**src/rtl/wb_rr_arbiter.sv**
```systemverilog
// ---------------------------------------------------------------------------
// wb_rr_arbiter
//
// Shares one pipelined Wishbone slave between NUM_MASTERS pipelined Wishbone
// masters using round-robin arbitration. The slave is typically the DDR3
// framebuffer bus (or its simulation memory stand-in). Typical masters are
// the core data port and the HDMI framebuffer reader.
//
// The owner keeps the grant for a whole bus cycle, that is, for as long as it
// holds cyc high. There is no preemption. Accepted requests that have not yet
// been answered are counted, for two reasons:
//   - responses are routed only to the owner while its cycle is open;
//   - the number of requests in flight never exceeds MAX_OUTSTANDING.
//
// Parameters
//   NUM_MASTERS      number of requesting masters (>= 2)
//   ADDRESS_WIDTH    Wishbone word-address width
//   DATA_WIDTH       Wishbone data width (multiple of 8)
//   MAX_OUTSTANDING  max accepted-but-unanswered requests (>= 1)
//
// Ports
//   clk_i, reset_i           clock, asynchronous active-high reset
//   m_cyc_i/m_stb_i/m_we_i   per-master controls, one bit per master
//   m_addr_i                 per-master address, master i at [i*AW +: AW]
//   m_sel_i                  per-master byte selects, master i at [i*DW/8 +: DW/8]
//   m_wdata_i                per-master write data, master i at [i*DW +: DW]
//   m_rdata_o                slave read data, broadcast to every master
//   m_ack_o/m_err_o/m_rty_o  responses, driven only toward the owner
//   m_stall_o                per-master stall (all high when idle)
//   s_cyc_o/s_stb_o/s_we_o   slave-side controls
//   s_addr_o/s_sel_o/s_wdata_o  slave request payload, muxed from the owner
//   s_rdata_i                slave read data
//   s_ack_i/s_err_i/s_rty_i/s_stall_i  slave responses and stall
//   grant_o                  one-hot owner, zero while idle
// ---------------------------------------------------------------------------
module wb_rr_arbiter #(
  parameter int NUM_MASTERS     = 2,
  parameter int ADDRESS_WIDTH   = 32,
  parameter int DATA_WIDTH      = 32,
  parameter int MAX_OUTSTANDING = 4
) (
  input  logic                                   clk_i,
  input  logic                                   reset_i,
  // master side
  input  logic [NUM_MASTERS-1:0]                 m_cyc_i,
  input  logic [NUM_MASTERS-1:0]                 m_stb_i,
  input  logic [NUM_MASTERS-1:0]                 m_we_i,
  input  logic [NUM_MASTERS*ADDRESS_WIDTH-1:0]   m_addr_i,
  input  logic [NUM_MASTERS*DATA_WIDTH/8-1:0]    m_sel_i,
  input  logic [NUM_MASTERS*DATA_WIDTH-1:0]      m_wdata_i,
  output logic [DATA_WIDTH-1:0]                  m_rdata_o,
  output logic [NUM_MASTERS-1:0]                 m_ack_o,
  output logic [NUM_MASTERS-1:0]                 m_err_o,
  output logic [NUM_MASTERS-1:0]                 m_rty_o,
  output logic [NUM_MASTERS-1:0]                 m_stall_o,
  // slave side
  output logic                                   s_cyc_o,
  output logic                                   s_stb_o,
  output logic                                   s_we_o,
  output logic [ADDRESS_WIDTH-1:0]               s_addr_o,
  output logic [DATA_WIDTH/8-1:0]                s_sel_o,
  output logic [DATA_WIDTH-1:0]                  s_wdata_o,
  input  logic [DATA_WIDTH-1:0]                  s_rdata_i,
  input  logic                                   s_ack_i,
  input  logic                                   s_err_i,
  input  logic                                   s_rty_i,
  input  logic                                   s_stall_i,
  // status
  output logic [NUM_MASTERS-1:0]                 grant_o
);

  localparam int OW = $clog2(NUM_MASTERS);
  localparam int CW = $clog2(MAX_OUTSTANDING + 1);
  localparam int SW = DATA_WIDTH / 8;

  typedef enum logic {
    S_IDLE,
    S_GRANTED
  } state_t;

  state_t          r_state, w_state_next;
  logic [OW-1:0]   r_owner, w_owner_next;
  logic [OW-1:0]   r_last,  w_last_next;
  logic [CW-1:0]   r_count, w_count_next;

  logic            w_granted;
  logic            w_cyc_g;
  logic            w_full;
  logic            w_resp;
  logic            w_issue;
  logic            w_retire;

  // Pick the first requester found by searching upward (mod N) from
  // last+1. The loop runs from the farthest offset down to the nearest, so
  // the nearest requester is written last and wins. Offset N is the previous
  // owner itself, which therefore has the lowest priority.
  function automatic logic [OW-1:0] rr_pick(input logic [OW-1:0]          last,
                                            input logic [NUM_MASTERS-1:0] req);
    logic [OW-1:0] pick;
    int            idx;
    pick = last;
    for (int k = NUM_MASTERS; k >= 1; k--) begin
      idx = (int'(last) + k) % NUM_MASTERS;
      if (req[idx]) pick = OW'(idx);
    end
    return pick;
  endfunction

  // -------------------------------------------------------------------------
  // Datapath and qualifiers
  // -------------------------------------------------------------------------
  assign w_granted = (r_state == S_GRANTED);
  assign w_full    = (r_count == CW'(MAX_OUTSTANDING));
  assign w_cyc_g   = w_granted & m_cyc_i[r_owner];
  assign w_resp    = s_ack_i | s_err_i | s_rty_i;

  // stb is gated by the owner's cyc, so a stray stb from a master that has
  // already dropped cyc never reaches the slave.
  assign s_cyc_o   = w_cyc_g;
  assign s_stb_o   = w_cyc_g & m_stb_i[r_owner] & ~w_full;
  assign s_we_o    = m_we_i[r_owner];
  assign s_addr_o  = m_addr_i[int'(r_owner)*ADDRESS_WIDTH +: ADDRESS_WIDTH];
  assign s_sel_o   = m_sel_i[int'(r_owner)*SW +: SW];
  assign s_wdata_o = m_wdata_i[int'(r_owner)*DATA_WIDTH +: DATA_WIDTH];
  assign m_rdata_o = s_rdata_i;

  assign w_issue   = s_stb_o & ~s_stall_i;
  // A response with nothing outstanding is ignored, so the count cannot wrap.
  assign w_retire  = w_cyc_g & w_resp & (r_count != '0);

  // -------------------------------------------------------------------------
  // Master-side response, stall and grant routing
  // -------------------------------------------------------------------------
  // NOTE: every signal written in an always_comb gets a default before any
  // branch; a path that leaves one unassigned would infer a latch.
  always_comb begin
    grant_o   = '0;
    m_stall_o = '1;
    m_ack_o   = '0;
    m_err_o   = '0;
    m_rty_o   = '0;
    if (w_granted) begin
      grant_o[r_owner]   = 1'b1;
      m_stall_o[r_owner] = s_stall_i | w_full;
      // Gating with s_cyc_o drops responses that arrive after the owner
      // has closed its cycle.
      m_ack_o[r_owner]   = s_ack_i & w_cyc_g;
      m_err_o[r_owner]   = s_err_i & w_cyc_g;
      m_rty_o[r_owner]   = s_rty_i & w_cyc_g;
    end
  end

  // -------------------------------------------------------------------------
  // FSM next state, owner/last-grant bookkeeping, outstanding count
  // -------------------------------------------------------------------------
  always_comb begin
    w_state_next = r_state;
    w_owner_next = r_owner;
    w_last_next  = r_last;
    w_count_next = r_count;
    case (r_state)
      S_IDLE: begin
        if (|m_cyc_i) begin
          w_state_next = S_GRANTED;
          w_owner_next = rr_pick(r_last, m_cyc_i);
        end
      end
      S_GRANTED: begin
        if (!m_cyc_i[r_owner]) begin
          // Release: anything still in flight is abandoned. The pass
          // through IDLE guarantees that the slave sees cyc low between
          // two owners.
          w_state_next = S_IDLE;
          w_last_next  = r_owner;
          w_count_next = '0;
        end else if (w_issue && !w_retire) begin
          w_count_next = r_count + CW'(1);
        end else if (!w_issue && w_retire) begin
          w_count_next = r_count - CW'(1);
        end
      end
      default: w_state_next = S_IDLE;
    endcase
  end

  // NOTE: sequential state uses non-blocking assignments only, so every
  // register samples values from before the clock edge, in any block order.
  always_ff @(posedge clk_i or posedge reset_i) begin
    if (reset_i) begin
      r_state <= S_IDLE;
      r_owner <= '0;
      r_last  <= OW'(NUM_MASTERS - 1);
      r_count <= '0;
    end else begin
      r_state <= w_state_next;
      r_owner <= w_owner_next;
      r_last  <= w_last_next;
      r_count <= w_count_next;
    end
  end

  // -------------------------------------------------------------------------
  // Simulation-only checks (ignored by synthesis)
  // -------------------------------------------------------------------------
  always_ff @(posedge clk_i) begin
    if (!reset_i) begin
      assert (!(w_cyc_g && w_resp && (r_count == '0)))
        else $warning("wb_rr_arbiter: slave response with nothing outstanding ignored");
      assert (r_count <= CW'(MAX_OUTSTANDING))
        else $error("wb_rr_arbiter: outstanding count above limit");
    end
  end

endmodule

```
**config.mk**
```make
export PLATFORM = sky130hd
export DESIGN_NAME = wb_rr_arbiter
export DESIGN_NICKNAME = d
export VERILOG_FILES = /design/src/rtl/wb_rr_arbiter.sv
export SDC_FILE = /design/constraint.sdc
export NUM_CORES = 1
export LEC_CHECK = 0
export BUFFER_PORTS_ARGS = -buffer_cell sky130_fd_sc_hd__clkbuf_2
export CELL_PAD_IN_SITES_DETAIL_PLACEMENT = 2
export CELL_PAD_IN_SITES_GLOBAL_PLACEMENT = 2
export CORE_ASPECT_RATIO = 0.7
export CORE_UTILIZATION = 11
export CTS_CLUSTER_DIAMETER = 30
export DETAILED_ROUTE_END_ITERATION = 8
export PLACE_DENSITY_LB_ADDON = 0.3
export SYNTH_ARGS = -nofsm -noshare
export SYNTH_HDL_FRONTEND = slang
export SYNTH_SLANG_ARGS = --single-unit
```
**constraint.sdc**
```tcl
create_clock -name clk_i -period 2.7 [get_ports clk_i]
set_clock_uncertainty 0.2 [all_clocks]
set_input_delay 0.27 -clock clk_i [delete_from_list [all_inputs] [get_ports clk_i]]
set_output_delay 0.27 -clock clk_i [all_outputs]
set_load 0.05 [all_outputs]
```
==> flow_summary.yaml <==
route:
  avgViaCountPerCell: 3.64
  wl_mm: 7.44
  num_vias: 1996
  detail_route.first_pass.iterations: 3
  drc: 0
  route.antenna.remaining_nets: 0
  wire_per_inst_um: 13.6
  drt_first_iter_violations: 36
critical_path:
  worst-r2r-setup-slack_ns: 0.30
  r2r_start: "r_owner$_DFFE_PP0P_"
  rr_worst_depth: 8
  path_max_fanout: 5
  cp_data_arrival_time_ns: 2.31
  path_cells: "and3_2, o21ai_0, nor2b_1, ha_1, fa_1, xnor2_1, nand4bb_1, nand3_1"
  worstSetupStartpointType: "flop"
  cp.required_ns: 2.61
  crit-reg2reg-capture: "r_count[2]$_DFFE_PP0P_"
  critPathKind: "flop to flop"
  critPathSlowestCell: "sky130_fd_sc_hd__dfrtp_4"
  endpoint_kind: "flop"
  timing.critical_path.slowest_cell_delay_ns: 0.49
floorplan:
  design.core.area_sq_um: 14000
  height_of_the_chip_um: 102
  core.rowCount: 36
  io_pins: 293
  design.die.area_sq_um: 14900
  die-width_um: 145
  floorplan.initialDensity: 0.113
timing:
  final.period_utilization: 0.890
  rsz0062_at_grt: "no"
  timing.final.setup_violations: 0
  f_max_ghz: 0.416
  worst_slew_margin_rel: 0.624
  slew_at_the_pin_closest_to_its_max_slew_limit_ns: 0.564
  finalSetupTns_ns: 0
  final_max_slew_viol_count: 0
  period_needed_ns: 2.40
  finalHoldViolations: 0
hold_path:
  min-delay-path-class: "primary input to flop"
  hold_path_cells: 3
  worst_hold_startpoint: "m_cyc_i[0]"
  whs_endpoint: "r_last$_DFFE_PP1P_"
cts:
  insertion_delay_ns: 0.23
  tritoncts: "built"
  max-clock-path-buffers: 2
  cts_sinks: 6
  cts_made_buffers: 3
  clkTransAtPathRegs_ns: 0.04
  cts_repair_resize_count: 0
  htree_num_levels: 1
  cts-root-buf: "sky130_fd_sc_hd__clkbuf_16"
synthesis:
  synth_top_family_by_area: "multiplexers"
  synth.area.mux_share: 0.506
  synthTopCellsByArea: "sky130_fd_sc_hd__mux2_2 (49%), sky130_fd_sc_hd__buf_4 (15%), sky130_fd_sc_hd__dfrtp_1 (7.9%)"
  yosys.area_share.xor_xnor: 0.00552
  synth_top_cell_area_share: 0.490
  synthSimpleGateAreaFrac: 0.0931
  syn_area_sq_um: 1590
  yosysTopAreaCell: "sky130_fd_sc_hd__mux2_2"
  synth-compound-area-share: 0.0458
  seq_total_area_yosys: 0.0955
  ys_types: 30
  ys_seq_elements: 6
  yosys_warnings: 0
  synth_fp_nets: 345
  adder_and_majority_gate_portion_of_the_synthesized_area: 0.0205
  syn_area_per_cell_sq_um: 9.73
  synthesis.instances: 163
placed_design:
  io_buffers: 228
  hpwl_mm: 6.77
  final_estimated_routing_congestion_in_global_placement: 0.711
global_routing:
  grt_first_pass_wirelength_mm: 10.4
  grt_start_max_net_pins: 44
  gr-total-overflow: 0
  groute.layer.met2.usage: 0.138
  global_route.usage.met3: 0.0496
  grt_pass1_vias: 1995
  grt_util_all_layers: 0.0903
  met1_track_utilization_from_global_routing: 0.112
  grt-busiest-layer: "met2"
  antenna_found_initial: 0
status:
  outcome: "completed"
finish:
  n_antenna_cell: 0
  synth_to_layout_area_growth_pct: 71.8
  num-nets-final: 541
  post_route_cells_drive_above_1_share: 0.860
power:
  power.static_leakage_nw: 1.51
  p_per_area_nw_per_um2: 1150
  finalPower_mw: 3.14
  ir_drop_mv: 0.339
run:
  max_cap_viols: 0
[routing by layer]
metal	part of all wire	up-vias
met1	0.42	901
li1	-	943
met3	0.13	4
met2	0.45	148
met4	0.0064	0
met5	0	-
[power breakdown]
part           internal (mW)  leakage, nW  switching (mW)
clock network          0.196       0.0382          0.0531
registers              0.139       0.0732          0.0439
logic                  0.814         1.40            1.89
[stage by stage]
step                      cells  hold WS [ns]   util  area, sq um  worst slack [ns]
final                       548         0.210  0.194         2720             0.296
after global routing        548         0.241  0.194         2720             0.154
after CTS                   548         0.217  0.194         2720             0.300
after detailed placement    543       0.00226  0.188         2640             0.314
after global placement      543       0.00298  0.188         2640             0.309
after floorplan             163        -0.140      -         1590             0.136
[cells in the final DEF, fill, tap and decap left out, types with 3 or more instances in the layout]
| cell | instances |
|---|---|
| sky130_fd_sc_hd__inv_1 | 6 |
| sky130_fd_sc_hd__o21ai_0 | 3 |
| sky130_fd_sc_hd__dfrtp_1 | 4 |
| sky130_fd_sc_hd__nand2_1 | 6 |
| sky130_fd_sc_hd__clkbuf_2 | 228 |
| sky130_fd_sc_hd__a21oi_1 | 5 |
| sky130_fd_sc_hd__clkbuf_16 | 3 |
| sky130_fd_sc_hd__and3_1 | 6 |
| sky130_fd_sc_hd__mux2_2 | 69 |
[synth_stat cells]
library cell	instances
sky130_fd_sc_hd__dfrtp_1	5
sky130_fd_sc_hd__clkbuf_8	7
sky130_fd_sc_hd__fa_1	1
sky130_fd_sc_hd__o21ai_0	3
sky130_fd_sc_hd__buf_4	32
sky130_fd_sc_hd__o211ai_1	1
sky130_fd_sc_hd__buf_6	1
sky130_fd_sc_hd__o311ai_1	1
sky130_fd_sc_hd__nor2b_1	2
sky130_fd_sc_hd__mux2_2	69
sky130_fd_sc_hd__and3b_2	1
sky130_fd_sc_hd__a21oi_1	5
sky130_fd_sc_hd__and3_1	6
sky130_fd_sc_hd__ha_1	1
sky130_fd_sc_hd__nand3_1	2
sky130_fd_sc_hd__mux2_4	1
sky130_fd_sc_hd__o22ai_1	1
sky130_fd_sc_hd__nand2_1	6
sky130_fd_sc_hd__and2_2	1
sky130_fd_sc_hd__a32o_1	1
sky130_fd_sc_hd__or3_1	1
sky130_fd_sc_hd__inv_1	6
sky130_fd_sc_hd__and2_1	1
sky130_fd_sc_hd__nand4bb_1	1
sky130_fd_sc_hd__nor2_1	1
sky130_fd_sc_hd__dfstp_2	1
sky130_fd_sc_hd__xnor2_1	1
sky130_fd_sc_hd__mux2i_1	1
sky130_fd_sc_hd__nand2b_1	2
sky130_fd_sc_hd__and3_2	1
[state kept, by name, summed over array words and instances (netlist names)]
| signal | flops |
|---|---|
| r_owner | 1 |
| r_last | 1 |
| r_count | 3 |
| r_state | 1 |
[cell type report]
cell class	count	area (sq um)
multi-input combinational	111	1060
tap	190	238
fill	1678	11300
clock buffer	4	78.8
inverter	6	22.5
timing repair buffer	231	1170
sequential	6	155
[timing repair]
item / 4_1_cts / 5_1_grt
endpoints found under the hold margin: 5 / 0
hold buffers: 1 / 0
setup buffers: 0 / 0
[worst max path at each step]
stage | startpoint | end | slack (ns) | depth (start not counted)
floorplan | r_owner$_DFFE_PP0P_ | r_count[2]$_DFFE_PP0P_ | 0.14 | 8
global placement | r_owner$_DFFE_PP0P_ | r_count[2]$_DFFE_PP0P_ | 0.31 | 8
detailed placement | r_owner$_DFFE_PP0P_ | r_count[2]$_DFFE_PP0P_ | 0.31 | 8
CTS | r_owner$_DFFE_PP0P_ | m_ack_o[0] | 0.30 | 5
global route | r_owner$_DFFE_PP0P_ | r_count[2]$_DFFE_PP0P_ | 0.15 | 8
finish | r_owner$_DFFE_PP0P_ | r_count[2]$_DFFE_PP0P_ | 0.30 | 8
[logic make-up after synthesis]
| family | Yosys count |
|---|---|
| AO/OA/AOI/OAI | 12 |
| XOR/XNOR | 1 |
| adder cells (fa/ha/maj) | 2 |
| buffers and inverters | 46 |
| flip-flops | 6 |
| multiplexers | 71 |
| AND/OR/NAND/NOR | 25 |
[critical path, delay by kind of cell (launching register included)]
family	cells	cell delay, ns
compound gates	1	0.26
xor+xnor	1	0.22
fa+ha+maj	2	0.62
flops	1	0.49
simple gates	4	0.50
Note: power is estimated with default switching activity, not from simulation.
